[src/rtl/pipe_pkg.sv]
// -----------------------------------------------------------------------------
// pipe_pkg
// Shared definitions for the generic pipeline stage register.
//   - Bit positions of the control-flag vector (NOOP, ADDI, MOVI, LW, SW, WRE)
//   - Default field widths used as parameter defaults by pipe_stage_reg
//   - State encoding of the skid-mode handshake FSM
// No ports (package only).
// -----------------------------------------------------------------------------
package pipe_pkg;

  // Control-flag bit indices. The stage treats these as opaque; only the
  // write-enable position matters, for qualifying the register-file strobe.
  localparam int CTRL_NOOP = 0;
  localparam int CTRL_ADDI = 1;
  localparam int CTRL_MOVI = 2;
  localparam int CTRL_LW   = 3;
  localparam int CTRL_SW   = 4;
  localparam int CTRL_WRE  = 5;

  // Default field widths.
  localparam int PIPE_DATA_W  = 64;
  localparam int PIPE_N_LANES = 4;
  localparam int PIPE_CTRL_W  = 6;
  localparam int PIPE_REG_W   = 5;

  // Skid-mode states:
  //   EMPTY - nothing held, out_valid low
  //   FULL  - output registers hold one payload, skid slot empty
  //   SKID  - output registers and skid slot both hold a payload
  typedef enum logic [1:0] {
    EMPTY = 2'd0,
    FULL  = 2'd1,
    SKID  = 2'd2
  } skid_state_e;

endpackage

[src/rtl/pipe_skid_buf.sv]
// -----------------------------------------------------------------------------
// pipe_skid_buf
// Single-entry payload slot with a full flag. Holds the payload that arrived
// while the output registers were stalled, so that the upstream ready can be
// driven from a flop instead of from the downstream ready.
//
// Ports:
//   clk      in   clock, rising edge
//   rst_n    in   asynchronous active-low reset; clears flag and payload
//   i_load   in   capture i_ctrl/i_data/i_rd and mark the slot full
//   i_clear  in   mark the slot empty (wins over i_load); payload kept stale
//   i_ctrl   in   control flags to capture
//   i_data   in   N_LANES*DATA_W lane vector to capture
//   i_rd     in   destination register index to capture
//   o_ctrl   out  stored control flags
//   o_data   out  stored lane vector
//   o_rd     out  stored destination index
//   o_full   out  slot holds a payload
// -----------------------------------------------------------------------------
module pipe_skid_buf
  import pipe_pkg::*;
#(
  parameter int DATA_W  = PIPE_DATA_W,
  parameter int N_LANES = PIPE_N_LANES,
  parameter int CTRL_W  = PIPE_CTRL_W,
  parameter int REG_W   = PIPE_REG_W
) (
  input  logic                      clk,
  input  logic                      rst_n,
  input  logic                      i_load,
  input  logic                      i_clear,
  input  logic [CTRL_W-1:0]         i_ctrl,
  input  logic [N_LANES*DATA_W-1:0] i_data,
  input  logic [REG_W-1:0]          i_rd,
  output logic [CTRL_W-1:0]         o_ctrl,
  output logic [N_LANES*DATA_W-1:0] o_data,
  output logic [REG_W-1:0]          o_rd,
  output logic                      o_full
);

  logic              r_full;
  logic [CTRL_W-1:0] r_ctrl;
  logic [REG_W-1:0]  r_rd;
  logic [DATA_W-1:0] r_lane [N_LANES];

  always_ff @(posedge clk or negedge rst_n) begin
    if (!rst_n) begin
      r_full <= 1'b0;
    end else if (i_clear) begin
      r_full <= 1'b0;
    end else if (i_load) begin
      r_full <= 1'b1;
    end
  end

  always_ff @(posedge clk or negedge rst_n) begin
    if (!rst_n) begin
      r_ctrl <= '0;
      r_rd   <= '0;
    end else if (i_load && !i_clear) begin
      r_ctrl <= i_ctrl;
      r_rd   <= i_rd;
    end
  end

  // One register per lane; each lane is a straight slice of the flat vector.
  genvar gi;
  generate
    for (gi = 0; gi < N_LANES; gi++) begin : g_lane
      always_ff @(posedge clk or negedge rst_n) begin
        if (!rst_n) begin
          r_lane[gi] <= '0;
        end else if (i_load && !i_clear) begin
          r_lane[gi] <= i_data[gi*DATA_W +: DATA_W];
        end
      end
      assign o_data[gi*DATA_W +: DATA_W] = r_lane[gi];
    end
  endgenerate

  assign o_ctrl = r_ctrl;
  assign o_rd   = r_rd;
  assign o_full = r_full;

endmodule

[src/rtl/pipe_stage_reg.sv]
// -----------------------------------------------------------------------------
// pipe_stage_reg
// Generic pipeline stage register with valid/ready handshake and flush.
// Carries a control-flag vector, N_LANES data lanes and a destination register
// index between two pipeline stages. One cycle latency, one payload per cycle.
//
// Build option: define PIPE_STAGE_SKID_EN to add a one-entry skid slot. In
// that build in_ready comes straight from a flop (no combinational path from
// out_ready). Without it, in_ready = ~out_valid | out_ready.
//
// Ports:
//   clk        in   clock, rising edge
//   rst        in   asynchronous active-low reset
//   flush      in   drop stage contents and any same-cycle input
//   in_valid   in   upstream presents a payload
//   in_ready   out  stage accepts a payload this cycle
//   ctrl_in    in   control flags
//   data_in    in   lanes, lane k at [k*DATA_W +: DATA_W]
//   rd_in      in   destination register index
//   out_valid  out  output payload valid
//   out_ready  in   downstream accepts the output payload
//   ctrl_out   out  registered control flags
//   data_out   out  registered lanes
//   rd_out     out  registered destination index
//   wre_out    out  out_valid & ctrl_out[WRE_BIT], register-file write strobe
// -----------------------------------------------------------------------------
module pipe_stage_reg
  import pipe_pkg::*;
#(
  parameter int DATA_W  = PIPE_DATA_W,
  parameter int N_LANES = PIPE_N_LANES,
  parameter int CTRL_W  = PIPE_CTRL_W,
  parameter int REG_W   = PIPE_REG_W,
  parameter int WRE_BIT = CTRL_WRE
) (
  input  logic                      clk,
  input  logic                      rst,
  input  logic                      flush,
  input  logic                      in_valid,
  output logic                      in_ready,
  input  logic [CTRL_W-1:0]         ctrl_in,
  input  logic [N_LANES*DATA_W-1:0] data_in,
  input  logic [REG_W-1:0]          rd_in,
  output logic                      out_valid,
  input  logic                      out_ready,
  output logic [CTRL_W-1:0]         ctrl_out,
  output logic [N_LANES*DATA_W-1:0] data_out,
  output logic [REG_W-1:0]          rd_out,
  output logic                      wre_out
);

  localparam int LANES_W = N_LANES * DATA_W;

  logic               r_out_valid;
  logic [CTRL_W-1:0]  r_ctrl;
  logic [LANES_W-1:0] r_data;
  logic [REG_W-1:0]   r_rd;

  logic w_it;   // input transfer this cycle
  logic w_ot;   // output transfer this cycle

  assign w_ot = r_out_valid & out_ready;

`ifdef PIPE_STAGE_SKID_EN

  skid_state_e        r_state;
  logic               w_skid_load;
  logic               w_skid_clear;
  logic               w_skid_full;
  logic [CTRL_W-1:0]  w_skid_ctrl;
  logic [LANES_W-1:0] w_skid_data;
  logic [REG_W-1:0]   w_skid_rd;

  // Ready is the inverted full flop of the skid slot: no path from out_ready.
  assign in_ready = ~w_skid_full;
  assign w_it     = in_valid & in_ready;

  // Park the input in the skid slot when the output registers are occupied
  // and not draining this cycle.
  assign w_skid_load  = ~flush & (r_state == FULL) & w_it & ~w_ot;
  // The slot empties on flush, or when its payload moves to the outputs.
  assign w_skid_clear = flush | ((r_state == SKID) & w_ot);

  pipe_skid_buf #(
    .DATA_W  (DATA_W),
    .N_LANES (N_LANES),
    .CTRL_W  (CTRL_W),
    .REG_W   (REG_W)
  ) u_skid (
    .clk     (clk),
    .rst_n   (rst),
    .i_load  (w_skid_load),
    .i_clear (w_skid_clear),
    .i_ctrl  (ctrl_in),
    .i_data  (data_in),
    .i_rd    (rd_in),
    .o_ctrl  (w_skid_ctrl),
    .o_data  (w_skid_data),
    .o_rd    (w_skid_rd),
    .o_full  (w_skid_full)
  );

  // Handshake FSM plus output payload registers.
  always_ff @(posedge clk or negedge rst) begin
    if (!rst) begin
      r_state     <= EMPTY;
      r_out_valid <= 1'b0;
      r_ctrl      <= '0;
      r_data      <= '0;
      r_rd        <= '0;
    end else if (flush) begin
      // Payload registers keep stale contents; only validity is dropped.
      r_state     <= EMPTY;
      r_out_valid <= 1'b0;
    end else begin
      case (r_state)
        EMPTY: begin
          if (w_it) begin
            r_ctrl      <= ctrl_in;
            r_data      <= data_in;
            r_rd        <= rd_in;
            r_out_valid <= 1'b1;
            r_state     <= FULL;
          end
        end
        FULL: begin
          if (w_it && w_ot) begin
            r_ctrl <= ctrl_in;
            r_data <= data_in;
            r_rd   <= rd_in;
          end else if (w_it) begin
            // Input went into the skid slot; outputs hold.
            r_state <= SKID;
          end else if (w_ot) begin
            r_out_valid <= 1'b0;
            r_state     <= EMPTY;
          end
        end
        SKID: begin
          // in_ready is low here, so only the drain case can occur.
          if (w_ot) begin
            r_ctrl  <= w_skid_ctrl;
            r_data  <= w_skid_data;
            r_rd    <= w_skid_rd;
            r_state <= FULL;
          end
        end
        default: begin
          r_out_valid <= 1'b0;
          r_state     <= EMPTY;
        end
      endcase
    end
  end

`else

  // A slot frees up in the same cycle the downstream takes the payload.
  assign in_ready = ~r_out_valid | out_ready;
  assign w_it     = in_valid & in_ready;

  always_ff @(posedge clk or negedge rst) begin
    if (!rst) begin
      r_out_valid <= 1'b0;
      r_ctrl      <= '0;
      r_data      <= '0;
      r_rd        <= '0;
    end else if (flush) begin
      // Same-cycle input is dropped; payload registers keep stale contents.
      r_out_valid <= 1'b0;
    end else if (w_it) begin
      r_ctrl      <= ctrl_in;
      r_data      <= data_in;
      r_rd        <= rd_in;
      r_out_valid <= 1'b1;
    end else if (w_ot) begin
      r_out_valid <= 1'b0;
    end
  end

`endif

  assign out_valid = r_out_valid;
  assign ctrl_out  = r_ctrl;
  assign data_out  = r_data;
  assign rd_out    = r_rd;
  // Control flags ride through untouched; only the write strobe is qualified.
  assign wre_out   = r_out_valid & r_ctrl[WRE_BIT];

endmodule
[config.mk]
export PLATFORM = sky130hd
export DESIGN_NAME = pipe_stage_reg
export DESIGN_NICKNAME = d
export VERILOG_FILES = /design/src/rtl/pipe_pkg.sv /design/src/rtl/pipe_skid_buf.sv /design/src/rtl/pipe_stage_reg.sv
export SDC_FILE = /design/constraint.sdc
export NUM_CORES = 1
export LEC_CHECK = 0
export BUFFER_PORTS_ARGS = -buffer_cell sky130_fd_sc_hd__buf_4
export CAP_MARGIN = 30
export CELL_PAD_IN_SITES_DETAIL_PLACEMENT = 1
export CELL_PAD_IN_SITES_GLOBAL_PLACEMENT = 1
export CORE_AREA = 3 3 212 214
export CTS_BUF_LIST = sky130_fd_sc_hd__clkbuf_4 sky130_fd_sc_hd__clkbuf_8 sky130_fd_sc_hd__clkbuf_16
export DETAILED_ROUTE_END_ITERATION = 10
export DIE_AREA = 0 0 215 217
export PLACE_DENSITY = 0.57
export REMOVE_ABC_BUFFERS = 1
export SETUP_SLACK_MARGIN = 0.2
export SYNTH_ARGS = -nofsm -noshare
export SYNTH_HDL_FRONTEND = slang
export SYNTH_SLANG_ARGS = --single-unit
[constraint.sdc]
create_clock -name clk -period 1.6 [get_ports clk]
set_clock_uncertainty 0.15 [all_clocks]
set_input_delay 0.08 -clock clk [delete_from_list [all_inputs] [get_ports clk]]
set_output_delay 0.08 -clock clk [all_outputs]
set_load 0.05 [all_outputs]
Word-level counts from Yosys, hierarchy flattened
Cells that the tools add are included.
{ "op_classes": {"muxes": 3, "n_bitwise": 6, "n_reduce_logical": 2} }
{ "ops": {"columns": ["op", "n"], "rows": [
  ["$and 1x1->1", 3],
  ["$mux 1", 3],
  ["$reduce_bool 3->1", 1],
  ["$not 1->1", 2],
  ["$reduce_and 2->1", 1],
  ["$or 1x1->1", 1]
]} }
{ "word_totals": {"reg_bits": 268, "inputBits": 272, "wordCells": 15} }

Longest topological paths before layout
Gate-level depths: netlist (run 1).
{ "depth": {"word_depth": 5, "mapped_depth": 5, "depth_no_buf": 3} }

Worst setup path before layout (run 1)
OpenSTA, ideal clock, no wires.
{ "synth_timing": {"path_type": "flip-flop to flip-flop", "from": "register r_out_valid (netlist: out_valid)", "to": "register r_data[100] (netlist: data_out[100])", "setup_ns": 0.128, "arrival_ns": 1.745, "required_ns": 1.322, "path_slack_ns": -0.422, "stages_incl_launch_ff": 6, "n_path_buf": 2, "cell_sequence": "dfrtp_1 and2b_1 nor3b_4 buf_4 buf_4 mux2_1"} }
{ "synth_via": {"elab_chain_cells": 4} }
{ "synth_lines": {"columns": ["item", "line_no", "rtl"], "rows": [
  ["from (decl)", "pipe_stage_reg.sv:54", "logic r_out_valid;"],
  ["from (signal assigned)", "pipe_stage_reg.sv:164", "r_out_valid <= 1'b0;"],
  ["from (signal assigned)", "pipe_stage_reg.sv:170", "r_out_valid <= 1'b0;"],
  ["from (signal assigned)", "pipe_stage_reg.sv:175", "r_out_valid <= 1'b1;"],
  ["$not 1->1", "pipe_stage_reg.sv:159", "assign in_ready = ~r_out_valid | out_ready;"],
  ["$or 1x1->1", "pipe_stage_reg.sv:159", null],
  ["$and 1x1->1", "pipe_stage_reg.sv:160", "assign w_it = in_valid & in_ready;"],
  ["$reduce_and 2->1 (no source line)", null, null],
  ["to (signal assigned)", "pipe_stage_reg.sv:173", "r_data <= data_in;"],
  ["to (decl)", "pipe_stage_reg.sv:56", "logic [LANES_W-1:0] r_data;"]
]} }
No other way between the ends.
A chain may end at the register's enable or synchronous reset.

Final worst setup path (run 1)
{ "layout_timing": {"from": "register r_out_valid (netlist: out_valid)", "to": "register r_data[147] (netlist: data_out[147])"} }
The elaborated chain is that of the path after synthesis.

==> results of run 1 <==
==> worst max-delay path by stage <==
| stage | startpoint | slack, ns | end |
|---|---|---|---|
| after floorplan | out_valid | -7.11 | ctrl_out[0] |
| after global placement | out_valid | -0.27 | data_out[5] |
| after detailed placement | out_valid | -0.33 | data_out[165] |
| after CTS | out_valid | -0.34 | data_out[14] |
| after global routing | out_valid | -0.39 | data_out[246] |
| final | out_valid | -0.33 | data_out[147] |
==> state kept, by name (all words and copies together) (netlist names) <==
register / flops
ctrl_out: 6
out_valid: 1
data_out: 256
rd_out: 5
==> metal layers <==
layer / routed length (um) / vias to the layer above
met5: 0 / -
met4: 1172 / 0
li1: - / 3716
met3: 3117 / 59
met1: 13660 / 4117
met2: 20390 / 331
==> cells by family after synthesis <==
logic type,Yosys count
AND/OR/NAND/NOR,5
buffers and inverters,30
flip-flops,268
multiplexers,267
==> area by class of cell <==
class                           count  share of cell area
Tap cell                          585             0.03876
Inverter                            1           0.0001988
Timing Repair Buffer              845              0.3847
Sequential cell                   268              0.3551
Clock buffer                       52             0.05645
Multi-Input combinational cell    272              0.1619
Antenna cell                        2           0.0002650
Clock inverter                      9            0.002584
==> per-stage QoR <==
stage          utilization  power, uW   TNS, ns
2_1_floorplan            -      13760  -1829.59
3_3_place_gp        0.3492      17000    -65.40
3_5_place_dp        0.3492      17090    -73.74
4_1_cts             0.4381      25460    -77.45
5_1_grt             0.4384      26240    -90.29
6_report            0.4384      25120    -71.39
==> power by group <==
group,internal (uW),switching [uW],total (uW)
Combinational,3160,5810,8960
Sequential,7940,652,8590
Clock,4590,2970,7560
==> placed cells by master, fill, tap and decap left out <==
master         instances
and2_1                 1
and2b_1                1
buf_12                19
buf_4                555
buf_8                  1
clkbuf_16             35
clkbuf_4               7
clkbuf_8              10
clkinv_2               8
dfrtp_1              268
diode_2                2
dlygate4sd3_1        270
inv_1                  1
inv_6                  1
mux2_1               227
mux2_2                37
mux2_4                 3
nor2_1                 2
nor3b_4                1
==> critical path, cell delays in order (launching register included) <==
cell and delay [ns]:
dfrtp_1 0.38, and2b_1 0.19, nor3b_4 0.29, buf_12 0.22, buf_12 0.18, mux2_1 0.35
==> repair_timing <==
action,in CTS,in global routing
pin swaps,0,0
setup buffers,1,0
hold endpoints to repair,536,20
resized for setup,1,2
endpoints found under the setup margin,282,295
==> metrics.txt, run 1 <==
vias post-DR=8223; adder-cell share of the synthesized area=0; Initial Util=0.2316; sequential share of the synthesized area=0.6721; Clock transition at path regs=0.06 ns; hpwl dp=26720 um; clk buf depth=3; unrepaired setup endpoints after global routing=true; pre-CTS setup slack=-0.3262 ns; GR Util met3=0.05627; synthesized area=9978 um^2; fin crit share=1.205; Num CTS Buffers=34; initial antenna violation count=2; Critical R2R Launch=out_valid; Core ar.=43080 um^2; worst min path class=input port to async pin; number of synthesized flops with an enable pin=0; # placed instances=1700; Setup CP Type=flop to flop; failing checks=hold timing, setup timing; register-to-register setup slack=-0.33 ns; Net count, final=1694; non-filler cells, final=around 2.0k; critical path endpoint category=flop; crit start category=flop; most used routing layer in global routing=met2; clock root buffer=clkbuf_16; status=finished with violations; Max rail drop VDD=0.8413 mV; Port-buffer cells=541; post-synthesis mux area share=0.3013; main combinational cell family by area after synthesis=multiplexers; post-synthesis simple-gate area fraction=0.004013; Critical Path RT=1.85 ns; f_max=around 520 MHz; RePlAce Congestion=0.7775; critical path arrival=2.17 ns; leading area contributor after synthesis=dfrtp_1; Synth Area in Compound Gates=0; Synth Area in XOR/XNOR=0; PwrDens=approximately 1300 nW/um^2; relative slew slack=0.7665; Sequential Area=6706 um^2; register bit total from synthesis=268; Hold Slack=-0.1224 ns; I/O pin count=about 540; final setup fails=roughly 270; count leader, synth=dfrtp_1; area delta synth->final=89.25%; fin area=around 19000 um^2; final setup margin=-0.3278 ns; overflow left after global routing=0; first-pass GRT wire length=approximately 60000 um; # hold bufs at CTS=270; largest cells by area after synthesis=dfrtp_1 67%, mux2_1 26%, mux2_2 4.2%; CTS tree=yes; Worst-Margin Slew=about 0.35 ns; Yosys cell types=11; worst skew pair latency=0.52 ns; layout cell share with drive strength beyond 1=0.4679; remaining routing DRC violations=0; DR WL/cell=18.85 um; Die X=215 um; Initial DRC Count=253; final hold vios=20; fin. max-slew vios=0; area of the multi-input gates=3058 um^2; Post-DRT Antenna Nets=0; met1 GRT Util=0.1717; Core Rows=76; Synth Warn #=0; largest net degree at the start of global routing=43; synthesized area per cell=17.51 um^2; fillers=around 4.5k; met2 usage=0.2999; Post-DP Area=~15000 um^2; die footprint=46660 um^2; overall routed net length=38340 um; share of the synthesized area in the top cell type=0.6721; first drt pass iteration count=4; Async S/R FF share, synth=1.000; depth of the worst register-to-register path=5; number of global-route vias before repair=9711; CTS sink cnt=268; Post-synth top cells=268 x dfrtp_1, 230 x mux2_1, 37 x mux2_2; dominant synthesized flop cell=dfrtp_1; static leakage=0.008803 uW; CTS H-tree depth=2; Reg-to-Reg End=data_out[147]; Final min period=1.928 ns; Syn Inst Count=570; Die H=between 200 and 250 um; Max Cap Viol=0; worst-path fanout max=19; vias per inst=roughly 4; gr usage total=0.1629
(Power assumes the default switching activity.)
==> inputs of run 2 (changes only) <==
Settings changed: BUFFER_PORTS_ARGS -buffer_cell sky130_fd_sc_hd__buf_4 to default, CORE_AREA 3 3 212 214 to 3 3 207 209, DIE_AREA 0 0 215 217 to 0 0 210 212, DONT_BUFFER_PORTS from default to 1, PLACE_DENSITY 0.57 to 0.44.
==> run 2 against run 1 <==
The flow still finishes with violations (hold timing, setup timing). Critical path type unchanged. Critical endpoint is now data_out[63]. Sequential power grew 2%. Non-clock buffer count shrank 271. Power shrank 2.5%. Critical path depth grew 1.
==> metrics.txt, run 2 (synthesized netlist as in run 1, its figures left out) <==
status=finished with violations (unchanged); failing checks=hold timing, setup timing (unchanged); Worst-Margin Slew=1.392 ns (was 0.3503 ns); unrepaired setup endpoints after global routing=true (unchanged); PwrDens=1403 nW/um^2 (was 1330 nW/um^2); CTS sink cnt=268 (unchanged); fin. max-slew vios=0 (unchanged); final setup margin=-0.3424 ns (was -0.3278 ns); initial antenna violation count=2 (unchanged); final setup TNS=-74.31 ns (was -71.39 ns); critical path endpoint category=flop (unchanged); Die H=212 um (was 217 um); hpwl dp=23660 um (was 26720 um); Largest register FFs=256 (unchanged); Critical R2R Launch=out_valid (unchanged); worst-path fanout max=11 (was 19); final setup fails=269 (was 268); remaining routing DRC violations=0 (unchanged); area delta synth->final=74.85% (was 89.25%); Reg-to-Reg End=data_out[63] (was data_out[147]); die footprint=44520 um^2 (was 46660 um^2); crit start category=flop (unchanged); first drt pass iteration count=4 (unchanged); Post-DRT Antenna Nets=0 (unchanged); Post-DP Area=12660 um^2 (was 15040 um^2); most frequent cells in the layout=269 x dlygate4sd3_1, 268 x dfrtp_1, 187 x mux2_1, 143 x buf_6, 141 x buf_4 (was 555 x buf_4, 270 x dlygate4sd3_1, 268 x dfrtp_1, 227 x mux2_1, 37 x mux2_2); commonest non-fill, non-tap cell in the layout=dlygate4sd3_1 (was buf_4); Die X=210 um (was 215 um); I/O pin count=542 (unchanged); DR WL/cell=21.48 um (was 18.85 um); fin area=17450 um^2 (was 18880 um^2); Core ar.=41020 um^2 (was 43080 um^2); fin crit share=1.214 (was 1.205); Port-buffer cells=0 (was 541); register-to-register setup slack=-0.34 ns (was -0.33 ns); Num CTS Buffers=30 (was 34); first-pass GRT wire length=51640 um (was 59170 um); clock root buffer=clkbuf_16 (unchanged); Setup CP Type=flop to flop (unchanged); CTS H-tree depth=1 (was 2); final hold vios=269 (was 20); worst min path class=input port to async pin (unchanged); number of global-route vias before repair=8552 (was 9711); overall routed net length=36610 um (was 38340 um); critical path arrival=2.21 ns (was 2.17 ns); Core Rows=74 (was 76); Clock transition at path regs=0.06 ns (about the same); RePlAce Congestion=0.7731 (was 0.7775); Net count, final=1419 (was 1694); Hold Slack=-0.9122 ns (was -0.1224 ns); overflow left after global routing=0 (unchanged); relative slew slack=0.07195 (was 0.7665); worst skew pair latency=0.54 ns (was 0.52 ns); Initial Util=0.2433 (was 0.2316); depth of the worst register-to-register path=6 (was 5); layout cell share with drive strength beyond 1=0.3795 (was 0.4679); static leakage=0.007789 uW (was 0.008803 uW); clk buf depth=3 (unchanged); Max Cap Viol=0 (unchanged); vias per inst=4.260 (was 4.043); vias post-DR=7259 (was 8223); CTS tree=yes (unchanged); f_max=514.8 MHz (was 518.7 MHz); Final min period=1.942 ns (was 1.928 ns); Max rail drop VDD=0.8651 mV (was 0.8413 mV); gr usage total=0.1480 (was 0.1629); Critical Path RT=1.86 ns (was 1.85 ns); Initial DRC Count=189 (was 253); largest net degree at the start of global routing=269 (was 43)
-- run 2: changes by cell type in the layout (fill, tap and decap cells not counted), moves of 2 or more --
cell,change
buf_4,-414
buf_6,+143
mux2_4,+43
mux2_1,-40
buf_12,-11
buf_16,+6
clkbuf_4,+5
clkinv_2,-5
mux2_2,-3
clkbuf_8,-2
-- run 2: how the worst max path moves through the flow --
stage,from,to,slack [ns],depth (start not counted)
final,out_valid,data_out[63],-0.34,6
after detailed placement,out_valid,data_out[204],-0.38,5
after floorplan,out_valid,ctrl_out[0],-7.11,3
after global routing,out_valid,data_out[165],-0.39,5
after global placement,out_valid,data_out[12],-0.33,5
after CTS,out_valid,data_out[204],-0.36,6
-- run 2: worst max-delay path: stages (launching register included) --
cell and delay [ns]:
dfrtp_1 0.37, and2b_2 0.22, nor3b_4 0.23, buf_6 0.17
buf_12 0.16, buf_6 0.14, mux2_1 0.35
-- run 2: per-layer routing --
layer  part of all wire  up-vias  GRT usage
met5                  0        -          0
met4              0.035        0    0.05371
met3              0.088       73    0.05312
met2               0.53      353     0.2817
met1               0.34     3670     0.1485
li1                   -     3163          -
-- run 2: power breakdown --
group,leakage (uW),switching (uW),internal (uW)
Clock,0.000507,2700,4120
Combinational,0.00413,5620,3300
Sequential,0.00315,793,7950
Total,0.00779,9120,15400
-- run 2: area by class of cell --
| type | count | area (um^2) |
|---|---|---|
| inverter | 1 | 6.256 |
| fill | 4058 | 23570 |
| timing repair buffer | 574 | 5842 |
| multi-input combinational | 272 | 3223 |
| tap | 532 | 665.6 |
| clock buffer | 51 | 975.9 |
| sequential | 268 | 6706 |
| antenna | 2 | 5.005 |
| clock inverter | 4 | 22.52 |
-- run 2: timing repair --
item / in CTS / in global routing
hold buffers: 267 / 2
endpoints found under the hold margin: 536 / 319
endpoints found under the setup margin: 290 / 412
buffers inserted: 4 / 2
resized for setup: 25 / 190
pin swaps: 1 / 1
gates cloned: 4 / 5
-- run 2: stage by stage --
| step | setup slack (ns) | power (uW) | hold slack (ns) | util | instances |
|---|---|---|---|---|---|
| after global placement | -0.3344 | 16180 | -0.3571 | 0.3087 | 1363 |
| after detailed placement | -0.3785 | 16330 | -0.3582 | 0.3087 | 1363 |
| after floorplan | -7.115 | 13760 | -0.3656 | - | 541 |
| after CTS | -0.3581 | 23900 | -0.9491 | 0.4041 | 1693 |
| after global routing | -0.3895 | 25450 | -0.9476 | 0.4252 | 1702 |
| final | -0.3424 | 24480 | -0.9122 | 0.4254 | 1704 |
==> inputs of run 3 (changes only) <==
Settings changed: MAX_ROUTING_LAYER from default to met4.
==> run 3 against run 2 <==
The flow still finishes with violations (hold timing, setup timing). Design area down 4.1%. Fmax increased by 2.2%. Highest routed layer unchanged. Utilization shrank 1.8 points. Sequential power is 2% lower. Sequential cell count did not move. Final cell count decreased by 0.18%. Combinational power decreased by 6.5%. Wire length down 4.9%. Largest cell class unchanged. Global-route usage up 0.45 points. Die area unchanged.
==> metrics.txt, run 3 (synthesized netlist as in run 1, its figures left out) <==
status=finished with violations (unchanged); failing checks=hold timing, setup timing (unchanged); clk buf depth=3 (unchanged); Clock transition at path regs=0.06 ns (about the same); overflow left after global routing=0 (unchanged); area delta synth->final=67.60% (was 74.85%); Die H=212 um (unchanged); Post-DP Area=12660 um^2 (unchanged); Net count, final=1416 (was 1419); first drt pass iteration count=4 (unchanged); register-to-register setup slack=-0.30 ns (was -0.34 ns); DR WL/cell=20.47 um (was 21.48 um); pre-CTS setup slack=-0.3785 ns (unchanged); depth of the worst register-to-register path=6 (unchanged); Num CTS Buffers=30 (unchanged); Post-DRT Antenna Nets=0 (unchanged); Initial DRC Count=195 (was 189); commonest non-fill, non-tap cell in the layout=buf_4 (was dlygate4sd3_1); final setup margin=-0.3002 ns (was -0.3424 ns); layout cell share with drive strength beyond 1=0.3402 (was 0.3795); most frequent cells in the layout=272 x buf_4, 269 x dlygate4sd3_1, 268 x dfrtp_1, 228 x mux2_1, 37 x mux2_2 (was 269 x dlygate4sd3_1, 268 x dfrtp_1, 187 x mux2_1, 143 x buf_6, 141 x buf_4); worst-path fanout max=12 (was 11); Port-buffer cells=0 (unchanged); Hold Slack=-0.9162 ns (was -0.9122 ns); Largest register FFs=256 (unchanged); final hold vios=269 (unchanged); Max Cap Viol=0 (unchanged); worst skew pair latency=0.54 ns (about the same); total power=23750 uW (was 24480 uW); CTS H-tree depth=1 (unchanged); f_max=526.2 MHz (was 514.8 MHz); unrepaired setup endpoints after global routing=true (unchanged); Critical R2R Launch=out_valid (unchanged); Setup CP Type=flop to flop (unchanged); crit start category=flop (unchanged); fin area=16720 um^2 (was 17450 um^2); CTS tree=yes (unchanged); fin crit share=1.188 (was 1.214); Initial Util=0.2433 (unchanged); first-pass GRT wire length=51570 um (was 51640 um); RePlAce Congestion=0.7836 (was 0.7731); vias per inst=4.182 (was 4.260); final setup TNS=-68.00 ns (was -74.31 ns); static leakage=0.007453 uW (was 0.007789 uW); relative slew slack=0.3282 (was 0.07195); number of global-route vias before repair=8550 (was 8552); Core Rows=74 (unchanged); remaining routing DRC violations=0 (unchanged); PwrDens=1420 nW/um^2 (was 1403 nW/um^2); vias post-DR=7113 (was 7259); Max rail drop VDD=0.9086 mV (was 0.8651 mV); Critical Path RT=1.88 ns (was 1.86 ns); clock root buffer=clkbuf_16 (unchanged); initial antenna violation count=2 (unchanged); I/O pin count=542 (unchanged); fin. max-slew vios=0 (unchanged); worst min path class=input port to async pin (unchanged); die footprint=44520 um^2 (unchanged); Core ar.=41020 um^2 (unchanged); Reg-to-Reg End=data_out[2] (was data_out[63]); CTS sink cnt=268 (unchanged); hpwl dp=23660 um (unchanged); gr usage total=0.1525 (was 0.1480); final setup fails=269 (unchanged); overall routed net length=34820 um (was 36610 um); Die X=210 um (unchanged); critical path endpoint category=flop (unchanged); Final min period=1.900 ns (was 1.942 ns); largest net degree at the start of global routing=269 (unchanged); Worst-Margin Slew=1.008 ns (was 1.392 ns); critical path arrival=2.18 ns (was 2.21 ns)
-- run 3: cell count changes in the layout (fill, tap and decap cells not counted), sizes merged --
cell	previous run	this run
buf	300	298
clkbuf	56	55
-- run 3: layout make-up --
cell class | count | area (um^2)
Antenna cell | 2 | 5.005
Clock buffer | 51 | 975.9
Clock inverter | 4 | 22.52
Fill cell | 4176 | 24290
Inverter | 1 | 3.754
Multi-Input combinational cell | 272 | 3054
Sequential cell | 268 | 6706
Tap cell | 532 | 665.6
Timing Repair Buffer | 571 | 5290
-- run 3: where the power goes --
part	internal [uW]	total (uW)	switching, uW	leakage (uW)
clock	4120	6810	2690	0.000507
combinational	2770	8340	5570	0.00379
sequential	7940	8600	662	0.00315
total	14800	23800	8920	0.00745
-- run 3: metrics by stage --
| stage | utilization | cells |
|---|---|---|
| floorplan | - | 541 |
| global placement | 0.3087 | 1363 |
| detailed placement | 0.3087 | 1363 |
| CTS | 0.4041 | 1693 |
| global route | 0.4077 | 1701 |
| finish | 0.4077 | 1701 |
-- run 3: worst max-delay path, stage by stage, from the launching register on --
cell	delay [ns]
dfrtp_1	0.37
and2b_1	0.19
nor3b_4	0.23
buf_6	0.17
buf_12	0.16
buf_12	0.15
mux2_2	0.34
-- run 3: worst max path at each step --
stage	depth (start not counted)	slack [ns]	start	to
final	6	-0.30	out_valid	data_out[2]
after global routing	5	-0.38	out_valid	data_out[165]
after CTS	6	-0.36	out_valid	data_out[204]
after detailed placement	5	-0.38	out_valid	data_out[204]
after global placement	5	-0.33	out_valid	data_out[12]
after floorplan	3	-7.11	out_valid	ctrl_out[0]
-- run 3: routing by layer --
layer  GRT usage  share of wire  up-vias
li1            -              -     3160
met1      0.1524           0.35     3545
met2      0.2817           0.53      343
met3     0.04648          0.080       65
met4     0.05417          0.034        0
met5           -              0        -
-- run 3: timing repair --
action | CTS | global route
endpoints found under the hold margin | 536 | 319
pin swaps | 1 | 1
hold buffers | 267 | 2
setup buffers | 4 | 0
resized for setup | 25 | 6
setup endpoints to repair | 290 | 412
gates cloned | 4 | 4
